===== src/rtl/pc_ctrl.sv =====
// pc_ctrl: sequencing controller for the PC register and the fetch/decode pipeline.
//
// Chooses between the PC redirect sources (JTAG reset, interrupt, EX jump) and the
// stall sources (EX multi-cycle op, bus stall, JTAG halt). It drives the PC register's
// jump/hold inputs from registered outputs, holds the pipeline for a flush after every
// redirect, and raises an error when a bus stall lasts too long.
//
// Every output is registered. A decision is made from the inputs sampled at one clock
// edge and becomes visible just after that edge.
//
// Ports:
//   clk               clock
//   rst               synchronous active-high reset
//   pc_i              current PC from the PC register
//   ex_jump_req_i     EX branch/jump taken
//   ex_jump_addr_i    EX jump target
//   ex_hold_req_i     EX multi-cycle op busy (level)
//   rib_hold_req_i    bus stall (level)
//   int_req_i         interrupt request (level)
//   int_vec_i         interrupt vector address
//   jtag_halt_req_i   debugger halt (level)
//   jtag_reset_req_i  debugger reset (pulse)
//   jump_flag_o       PC redirect strobe
//   jump_addr_o       PC redirect target
//   hold_flag_o       0=None, 1=Hold_Pc, 2=Hold_If, 3=Hold_Id
//   int_ack_o         interrupt accepted, 1-cycle pulse
//   int_epc_o         return PC captured when an interrupt is accepted
//   jtag_halted_o     core halted
//   bus_err_o         bus stall timeout, 1-cycle pulse

module pc_ctrl #(
    parameter logic [31:0] RESET_ADDR   = 32'h0000_0000,
    parameter int unsigned FLUSH_CYCLES = 2,
    parameter int unsigned RESET_CYCLES = 4,
    parameter int unsigned BUS_TIMEOUT  = 255
) (
    input  logic        clk,
    input  logic        rst,
    input  logic [31:0] pc_i,
    input  logic        ex_jump_req_i,
    input  logic [31:0] ex_jump_addr_i,
    input  logic        ex_hold_req_i,
    input  logic        rib_hold_req_i,
    input  logic        int_req_i,
    input  logic [31:0] int_vec_i,
    input  logic        jtag_halt_req_i,
    input  logic        jtag_reset_req_i,
    output logic        jump_flag_o,
    output logic [31:0] jump_addr_o,
    output logic [2:0]  hold_flag_o,
    output logic        int_ack_o,
    output logic [31:0] int_epc_o,
    output logic        jtag_halted_o,
    output logic        bus_err_o
);

    localparam logic [2:0] HoldNone = 3'd0;
    localparam logic [2:0] HoldPc   = 3'd1;
    localparam logic [2:0] HoldId   = 3'd3;

    // The counters count down the remaining cycles, so they hold values up to
    // CYCLES-1 and are reloaded with CYCLES-1.
    localparam int unsigned FlushW = (FLUSH_CYCLES > 1) ? $clog2(FLUSH_CYCLES) : 1;
    localparam int unsigned RstW   = (RESET_CYCLES > 1) ? $clog2(RESET_CYCLES) : 1;
    localparam logic [FlushW-1:0] FlushLoad = FlushW'(FLUSH_CYCLES - 1);
    localparam logic [RstW-1:0]   RstLoad   = RstW'(RESET_CYCLES - 1);
    localparam logic [7:0]        BusLimit  = 8'(BUS_TIMEOUT);

    typedef enum logic [1:0] {
        StRun,
        StFlush,
        StHalt,
        StRstSeq
    } state_e;

    state_e              state_q, state_d;
    logic [FlushW-1:0]   flush_cnt_q, flush_cnt_d;
    logic [RstW-1:0]     rst_cnt_q, rst_cnt_d;
    logic [7:0]          bus_cnt_q, bus_cnt_d;

    logic                int_accept;
    logic                jump_accept;
    logic                rst_seq_entry;
    logic                rib_hold_eff;
    logic                bus_hit;

    logic                jump_flag_d;
    logic [31:0]         jump_addr_d;
    logic [2:0]          hold_flag_d;
    logic                int_ack_d;
    logic [31:0]         int_epc_d;
    logic                jtag_halted_d;
    logic                bus_err_d;

    // ------------------------------------------------------------------
    // State register (all state and registered outputs)
    // ------------------------------------------------------------------
    always_ff @(posedge clk) begin
        if (rst) begin
            state_q       <= StRun;
            flush_cnt_q   <= '0;
            rst_cnt_q     <= '0;
            bus_cnt_q     <= '0;
            jump_flag_o   <= 1'b0;
            jump_addr_o   <= '0;
            hold_flag_o   <= HoldNone;
            int_ack_o     <= 1'b0;
            int_epc_o     <= '0;
            jtag_halted_o <= 1'b0;
            bus_err_o     <= 1'b0;
        end else begin
            state_q       <= state_d;
            flush_cnt_q   <= flush_cnt_d;
            rst_cnt_q     <= rst_cnt_d;
            bus_cnt_q     <= bus_cnt_d;
            jump_flag_o   <= jump_flag_d;
            jump_addr_o   <= jump_addr_d;
            hold_flag_o   <= hold_flag_d;
            int_ack_o     <= int_ack_d;
            int_epc_o     <= int_epc_d;
            jtag_halted_o <= jtag_halted_d;
            bus_err_o     <= bus_err_d;
        end
    end

    // ------------------------------------------------------------------
    // Next-state logic: FSM, flush/reset counters, bus watchdog
    // ------------------------------------------------------------------
    always_comb begin
        state_d     = state_q;
        flush_cnt_d = flush_cnt_q;
        rst_cnt_d   = rst_cnt_q;
        int_accept  = 1'b0;
        jump_accept = 1'b0;

        unique case (state_q)
            StRun: begin
                if (jtag_reset_req_i) begin
                    state_d   = StRstSeq;
                    rst_cnt_d = RstLoad;
                end else if (int_req_i && !ex_hold_req_i) begin
                    // An interrupt cannot be taken while EX is busy. It stays
                    // pending because the request is a level.
                    int_accept  = 1'b1;
                    state_d     = StFlush;
                    flush_cnt_d = FlushLoad;
                end else if (ex_jump_req_i) begin
                    jump_accept = 1'b1;
                    state_d     = StFlush;
                    flush_cnt_d = FlushLoad;
                end else if (jtag_halt_req_i && !ex_hold_req_i) begin
                    state_d = StHalt;
                end
            end
            StFlush: begin
                if (jtag_reset_req_i) begin
                    state_d   = StRstSeq;
                    rst_cnt_d = RstLoad;
                end else if (flush_cnt_q == '0) begin
                    state_d = StRun;
                end else begin
                    flush_cnt_d = flush_cnt_q - 1'b1;
                end
            end
            StHalt: begin
                if (jtag_reset_req_i) begin
                    state_d   = StRstSeq;
                    rst_cnt_d = RstLoad;
                end else if (!jtag_halt_req_i) begin
                    state_d = StRun;
                end
            end
            StRstSeq: begin
                // A fresh reset request restarts the sequence.
                if (jtag_reset_req_i) begin
                    rst_cnt_d = RstLoad;
                end else if (rst_cnt_q == '0) begin
                    state_d = StRun;
                end else begin
                    rst_cnt_d = rst_cnt_q - 1'b1;
                end
            end
            default: state_d = StRun;
        endcase

        rst_seq_entry = (state_d == StRstSeq) && (state_q != StRstSeq);

        // Watchdog: count consecutive stall cycles and saturate at the limit.
        // The error fires on the cycle the count reaches the limit, and that
        // cycle is still a held cycle. After it, the stall is ignored until
        // the request drops.
        rib_hold_eff = rib_hold_req_i && (bus_cnt_q < BusLimit);
        bus_hit      = rib_hold_req_i && (bus_cnt_q == BusLimit - 8'd1);
        if (!rib_hold_req_i) begin
            bus_cnt_d = '0;
        end else if (bus_cnt_q >= BusLimit) begin
            bus_cnt_d = bus_cnt_q;
        end else begin
            bus_cnt_d = bus_cnt_q + 8'd1;
        end
        if (rst_seq_entry) begin
            bus_cnt_d = '0;
        end
    end

    // ------------------------------------------------------------------
    // Output logic: the values the output registers load at the next edge
    // ------------------------------------------------------------------
    always_comb begin
        jump_flag_d   = 1'b0;
        jump_addr_d   = '0;
        hold_flag_d   = HoldNone;
        int_ack_d     = 1'b0;
        int_epc_d     = int_epc_o;
        jtag_halted_d = 1'b0;
        bus_err_d     = bus_hit && !rst_seq_entry;

        unique case (state_d)
            StRstSeq: begin
                jump_flag_d = 1'b1;
                jump_addr_d = RESET_ADDR;
                hold_flag_d = HoldId;
            end
            StFlush: begin
                hold_flag_d = HoldId;
                if (int_accept) begin
                    jump_flag_d = 1'b1;
                    jump_addr_d = int_vec_i;
                    int_ack_d   = 1'b1;
                    // A jump taken in the same cycle is dropped. Its target
                    // becomes the return address so the jump is not lost.
                    int_epc_d   = ex_jump_req_i ? ex_jump_addr_i : pc_i;
                end else if (jump_accept) begin
                    jump_flag_d = 1'b1;
                    jump_addr_d = ex_jump_addr_i;
                end
            end
            StHalt: begin
                hold_flag_d   = HoldId;
                jtag_halted_d = 1'b1;
            end
            StRun: begin
                if (ex_hold_req_i) begin
                    hold_flag_d = HoldId;
                end else if (rib_hold_eff) begin
                    hold_flag_d = HoldPc;
                end
            end
            default: hold_flag_d = HoldNone;
        endcase
    end

endmodule


===== config.mk =====
export PLATFORM = sky130hd
export DESIGN_NAME = pc_ctrl
export DESIGN_NICKNAME = d
export VERILOG_FILES = /design/src/rtl/pc_ctrl.sv
export SDC_FILE = /design/constraint.sdc
export NUM_CORES = 1
export LEC_CHECK = 0
export ABC_AREA = 1
export CORE_AREA = 2 2 101 103
export CTS_BUF_LIST = sky130_fd_sc_hd__clkbuf_4 sky130_fd_sc_hd__clkbuf_8
export CTS_CLUSTER_DIAMETER = 50
export CTS_CLUSTER_SIZE = 12
export DETAILED_ROUTE_END_ITERATION = 7
export DIE_AREA = 0 0 103 105
export PLACE_DENSITY_LB_ADDON = 0.1
export SLEW_MARGIN = 15
export SYNTH_ARGS = -nofsm -noshare
export SYNTH_HDL_FRONTEND = slang
export SYNTH_SLANG_ARGS = --single-unit

===== constraint.sdc =====
create_clock -name clk -period 2.6 [get_ports clk]
set_clock_uncertainty 0.05 [all_clocks]
set_input_delay 0.52 -clock clk [delete_from_list [all_inputs] [get_ports clk]]
set_output_delay 0.52 -clock clk [all_outputs]
set_load 0.02 [all_outputs]

Word level (Yosys, flattened, before mapping)

Cells that the tools add are included.
W data, S select, Z words.

Register bits after elaboration: 84
Input port bits: 104
Output and inout port bits: 71
Logic and storage cells: 89

Add/subtract/negate cells: 3
$lt $le $gt $ge: 2
Equal/unequal tests: 13
Mux-type cells: 39
Bitwise logic cells: 2
Reductions and logical operators: 19

Operators with widths:

| kind                  | count |
|---|---|
| $mux W32              | 3 |
| $mux W2               | 14 |
| $mux W1               | 17 |
| $reduce_or A3 Y1      | 3 |
| $add A8 B1 Y8 const B | 1 |
| $eq A2 B2 Y1 const B  | 4 |
| $eq A8 B8 Y1 const B  | 1 |
| $ge A8 B8 Y1 const B  | 1 |
| $lt A8 B8 Y1 const B  | 1 |
| $pmux W2 S4           | 1 |
| $logic_and A1 B1 Y1   | 6 |
| $logic_not A2 Y1      | 3 |
| $ne A2 B2 Y1 const B  | 3 |
| $ne A3 B3 Y1 const B  | 2 |
| $pmux W3 S2           | 1 |
| $eq A2 B1 Y1 const B  | 2 |
| $pmux W1 S2           | 2 |
| $pmux W2 S2           | 1 |
| $reduce_and A2 Y1     | 2 |
| $reduce_and A4 Y1     | 1 |
| $logic_not A1 Y1      | 2 |
| $ne A2 B1 Y1 const B  | 1 |
| $not A1 Y1            | 2 |
| $reduce_bool A2 Y1    | 1 |
| 3 further kinds       | 3 |

Longest topological paths before layout

Depth after elaboration: 11
Depth in mapped cells: 12
Mapped depth without buffers: 11

Worst setup path after synthesis

Ideal clock, no wire load.

Path kind: input -> register
Start point: in jtag_reset_req_i
End point: reg int_epc_o[0]
Setup time: 0.125 ns
Arrival time: 1.421 ns
Data required time: 2.425 ns
Setup slack: 1.004 ns
Stages: 7
Path buffers: 3
Cell sequence: buf_4 > nor2_2 > nand2_4 > nor2_4 > buf_4 > buf_2 > a31oi_1

Cells in the longest elaborated chain, start to end: 4
Elaborated cells between the ends (all ways): 9
Those cells by class: eq/ne (1); mux (7); reduce/logical (1)

Ends and longest elaborated chain:

| what                            | line | source |
|---|---|---|
| start: declaration              | 47   | `input logic jtag_reset_req_i,` |
| $mux W2 (on tied branches)      | -    |  |
| $pmux W2 S4                     | 136  | `unique case (state_q)` |
| $eq A2 B1 Y1                    | 218  | `unique case (state_d)` |
| $reduce_and A2 Y1 (no line) (*) | -    |  |
| end signal: assignment          | 120  | `int_epc_o <= int_epc_d;` |
| end: declaration                | 52   | `output logic [31:0] int_epc_o,` |

Every way passes the cells marked *; elsewhere a longest branch is shown, timed or not.
A chain may end at the register's enable or synchronous reset.

Worst setup path after layout

Start point: in jtag_reset_req_i
End point: reg jump_addr_o[28]

Cells in the longest elaborated chain, start to end: 5
Elaborated cells between the ends (all ways): 14
Those cells by class: eq/ne (1); mux (11); bitwise (1); reduce/logical (1)

Ends and longest elaborated chain:

| what                       | line | source |
|---|---|---|
| $mux W2 (on tied branches) | -    |  |
| $pmux W2 S4                | 136  |  |
| $eq A2 B1 Y1               | 218  |  |
| $not A1 Y1 (no line)       | -    |  |
| $reduce_or A2 Y1 (no line) | -    |  |
| end signal: assignment     | 117  | `jump_addr_o <= jump_addr_d;` |
| end: declaration           | 49   | `output logic [31:0] jump_addr_o,` |

Parallel ways exist; a longest one is shown, timed or not.

==> key figures <==
Outcome
  • Run status: finished, final reports clean

Yosys
  • Net count after synthesis: 520
  • Number of flops mapped to enable cells by yosys: 0
  • Post-Synthesis Mean Instance Area: 8.098 µm²
  • FFs w/ async S/R, synth: 0%
  • Synth Register Bits: 83
  • Post-synthesis instance total: 413
  • Synth Warn #: 0
  • Sequential share of the synthesized area: 49.68%
  • Cell taking the most area after synthesis: sky130_fd_sc_hd__dfxtp_1
  • Main area contributors after synthesis: sky130_fd_sc_hd__dfxtp_1 50%, sky130_fd_sc_hd__nand2_1 11%, sky130_fd_sc_hd__a22oi_1 7.0%
  • Netlist cell types: 31
  • Synthesized cell area: 0.003344 mm²
  • Synth Flop Type: sky130_fd_sc_hd__dfxtp_1
  • Share of Yosys cell area claimed by the top area cell type: 49.68%

CTS
  • Buffers from clock root to sink, at most: 2
  • Clock tree from TritonCTS: done
  • Worst-Skew Late Latency: 340 ps
  • Post-CTS Hold Fix Bufs: 0
  • CTS H-tree lvls: 3
  • Post-CTS setup buffer count: 0
  • Post-CTS Resized: 0
  • Root cell of the clock tree: sky130_fd_sc_hd__clkbuf_8
  • Clock transition at the registers of the reported paths: 80 ps
  • Number of clock sinks: 83
  • TritonCTS Buffers: 9

Power
  • Post-layout power: 0.003412 W
  • Areal power density over the cells: 635.7 mW/mm²
  • Lkg Pwr: 2.030 nW
  • Worst VDD drop: 0.2600 mV

Drt
  • Iteration count of the initial detailed-routing pass: 4
  • Number of remaining DRC errors: 0
  • Via density: 4.782
  • DRT Wirelength: 10.50 mm
  • Post-route antenna net violation count: 0
  • Violation count after the first detailed-routing iteration: 126
  • Via count of the routed design: 3414
  • Average routed wire per standard cell: 14.70 µm

Placement
  • Final HPWL from detailed placement: 7.385 mm
  • Port Buffers: 173
  • RePlAce Congestion: 0.8892

Worst setup path
  • Critical path arrival: 2200 ps
  • Startpoint class of the critical path: primary input
  • Capture instance of the worst register-to-register path: jump_addr_o[28]
  • Start of the worst register-to-register path: rst_cnt_q[0]
  • CP required: 2820 ps
  • Critical path destination: jump_addr_o[28]
  • Critical path startpoint: jtag_reset_req_i
  • Worst setup EP type: register
  • Critical path class: in -> reg
  • Cell count of the worst reg-to-reg path: 10
  • FF-to-FF setup slack: 910 ps
  • Biggest fanout along the worst timing path: 31

Global routing
  • Wire length of the first global-routing pass: 16.66 mm
  • Largest net degree at the start of global routing: 63
  • Most crowded layer after global routing: met2
  • Total GRT Usage: 19.62%
  • Global Route met1 Usage: 23.76%
  • GR Overflow Total: 0
  • Met3 track demand over resource in global routing: 6.890%
  • Met2 Use GR: 31.40%
  • Number of antenna violations at the first check in global routing: 0
  • Vias in the first global route: 3378

STA
  • Max Freq: 0.5037 GHz
  • Final hold viol count: 0
  • Endpoints failing setup: 0
  • Total count of max-transition violations in the final report: 0
  • Final sum of negative setup slack: 0 ps
  • Final min period: 1985 ps
  • Setup repair after global routing missed its margin: false
  • Period Utilization, post-route: 76.36%

Hold path
  • Class of the tightest hold or removal check: reg -> reg

Die
  • I/O pins: 175
  • Chip width: 103 µm
  • Core area: 0.009639 mm²
  • Effective utilization at floorplan: 34.70%
  • Height of the die: 105 µm
  • Area of the die: 0.01082 mm²
  • Rows: 36

Layout
  • Most frequent cells in the layout: 173 x sky130_fd_sc_hd__clkdlybuf4s50_1, 95 x sky130_fd_sc_hd__nand2_1, 83 x sky130_fd_sc_hd__dfxtp_1
  • Most common cell after layout, fill and taps aside: sky130_fd_sc_hd__clkdlybuf4s50_1
  • Layout area overhead: 60.49%
  • Total Nets Final: 683
  • Proportion of layout cells with a drive suffix above 1: 5.852%
  • Number of diodes: 0

Run
  • Number of max-cap violations: 0
## layer usage
metal | share of wire [%] | wire length [µm] | up-vias
met5 | 0 | 0 | -
met4 | 2.2 | 226 | 0
met2 | 47 | 4953 | 125
met1 | 43 | 4464 | 1543
li1 | - | - | 1728
met3 | 8.1 | 852 | 18
## power by group
group          total (W)  switching [W]  internal [W]
Clock           0.000952       0.000438      0.000513
Combinational    0.00102       0.000574      0.000448
Sequential       0.00144      0.0000555       0.00138
Total            0.00341        0.00107       0.00234
## critical path: stages
cell                              delay [ps]
sky130_fd_sc_hd__clkdlybuf4s50_1         670
sky130_fd_sc_hd__nor2_2                  100
sky130_fd_sc_hd__nand2_4                 110
sky130_fd_sc_hd__inv_1                    60
sky130_fd_sc_hd__nand2_1                 100
sky130_fd_sc_hd__nand2_2                  80
sky130_fd_sc_hd__nor2_4                  140
sky130_fd_sc_hd__nand2_4                 250
sky130_fd_sc_hd__nor2_1                  180
## how the worst min path moves through the flow
stage                     slack (ps)         start      endpoint  cells past startpoint
after floorplan                  390   flush_cnt_q   flush_cnt_q                      1
after global placement           400   flush_cnt_q   flush_cnt_q                      1
after detailed placement         400   flush_cnt_q   flush_cnt_q                      1
after CTS                        420  rst_cnt_q[1]  rst_cnt_q[1]                      2
after global routing             450  rst_cnt_q[1]  rst_cnt_q[1]                      2
final                            420   flush_cnt_q   flush_cnt_q                      1
## sequential cells by signal (all words and copies together) (netlist names)
signal	flops
jump_addr_o	32
hold_flag_o	2
jump_flag_o	1
flush_cnt_q	1
bus_err_o	1
int_epc_o	32
jtag_halted_o	1
state_q	2
rst_cnt_q	2
bus_cnt_q	8
int_ack_o	1
## per-stage QoR
stage | hold slack, ps | setup WS [ps] | instance area, µm² | utilization, % | std cells
after floorplan | 390.9 | 1004 | 3344 | - | 413
after global routing | 449.8 | 439.8 | 5368 | 55.69 | 714
after global placement | 404.1 | 320.9 | 5165 | 53.58 | 698
final | 417.8 | 614.7 | 5368 | 55.69 | 714
after CTS | 421.4 | 644.1 | 5368 | 55.69 | 714
after detailed placement | 404.7 | 283.6 | 5165 | 53.58 | 698
## cells by family (layout without fill, tap and decap cells)
kind of cell               after synthesis  count (layout)  share of synthesized area [%]
buffers and inverters                   49             217                          7.108
xor gates and xnor gates                 4               4                          1.048
and+or+nand+nor                        156             156                          19.75
AOI/OAI and AO/OA                      117             117                          21.17
other                                    1               1                         0.1121
DFF                                     83              83                          49.68
adders and majority gates                3               3                          1.122
## area by class of cell
class	instances	area [µm²]
Clock inverter	2	35.03
Fill cell	958	4272
Sequential cell	83	1662
Timing Repair Buffer	181	1817
Inverter	20	75.07
Multi-Input combinational cell	281	1445
Tap cell	133	166.4
Clock buffer	14	167.7
## cells in the mapped netlist (2+ instances only)
library cell and number:
sky130_fd_sc_hd__nand3_1 4, sky130_fd_sc_hd__ha_1 3, sky130_fd_sc_hd__inv_1 19, sky130_fd_sc_hd__a21oi_1 16
sky130_fd_sc_hd__nand2_1 95, sky130_fd_sc_hd__buf_6 3, sky130_fd_sc_hd__nor2_2 2, sky130_fd_sc_hd__o21ai_1 3
sky130_fd_sc_hd__a31oi_1 34, sky130_fd_sc_hd__nor2_1 41, sky130_fd_sc_hd__buf_4 4, sky130_fd_sc_hd__a22oi_1 31
sky130_fd_sc_hd__xnor2_1 3, sky130_fd_sc_hd__dfxtp_1 83, sky130_fd_sc_hd__o21ai_0 32, sky130_fd_sc_hd__clkbuf_1 9
sky130_fd_sc_hd__buf_2 13, sky130_fd_sc_hd__nor3_1 3, sky130_fd_sc_hd__nand2_4 2, sky130_fd_sc_hd__nor2_4 2
Power figures use the tool's default switching activity.
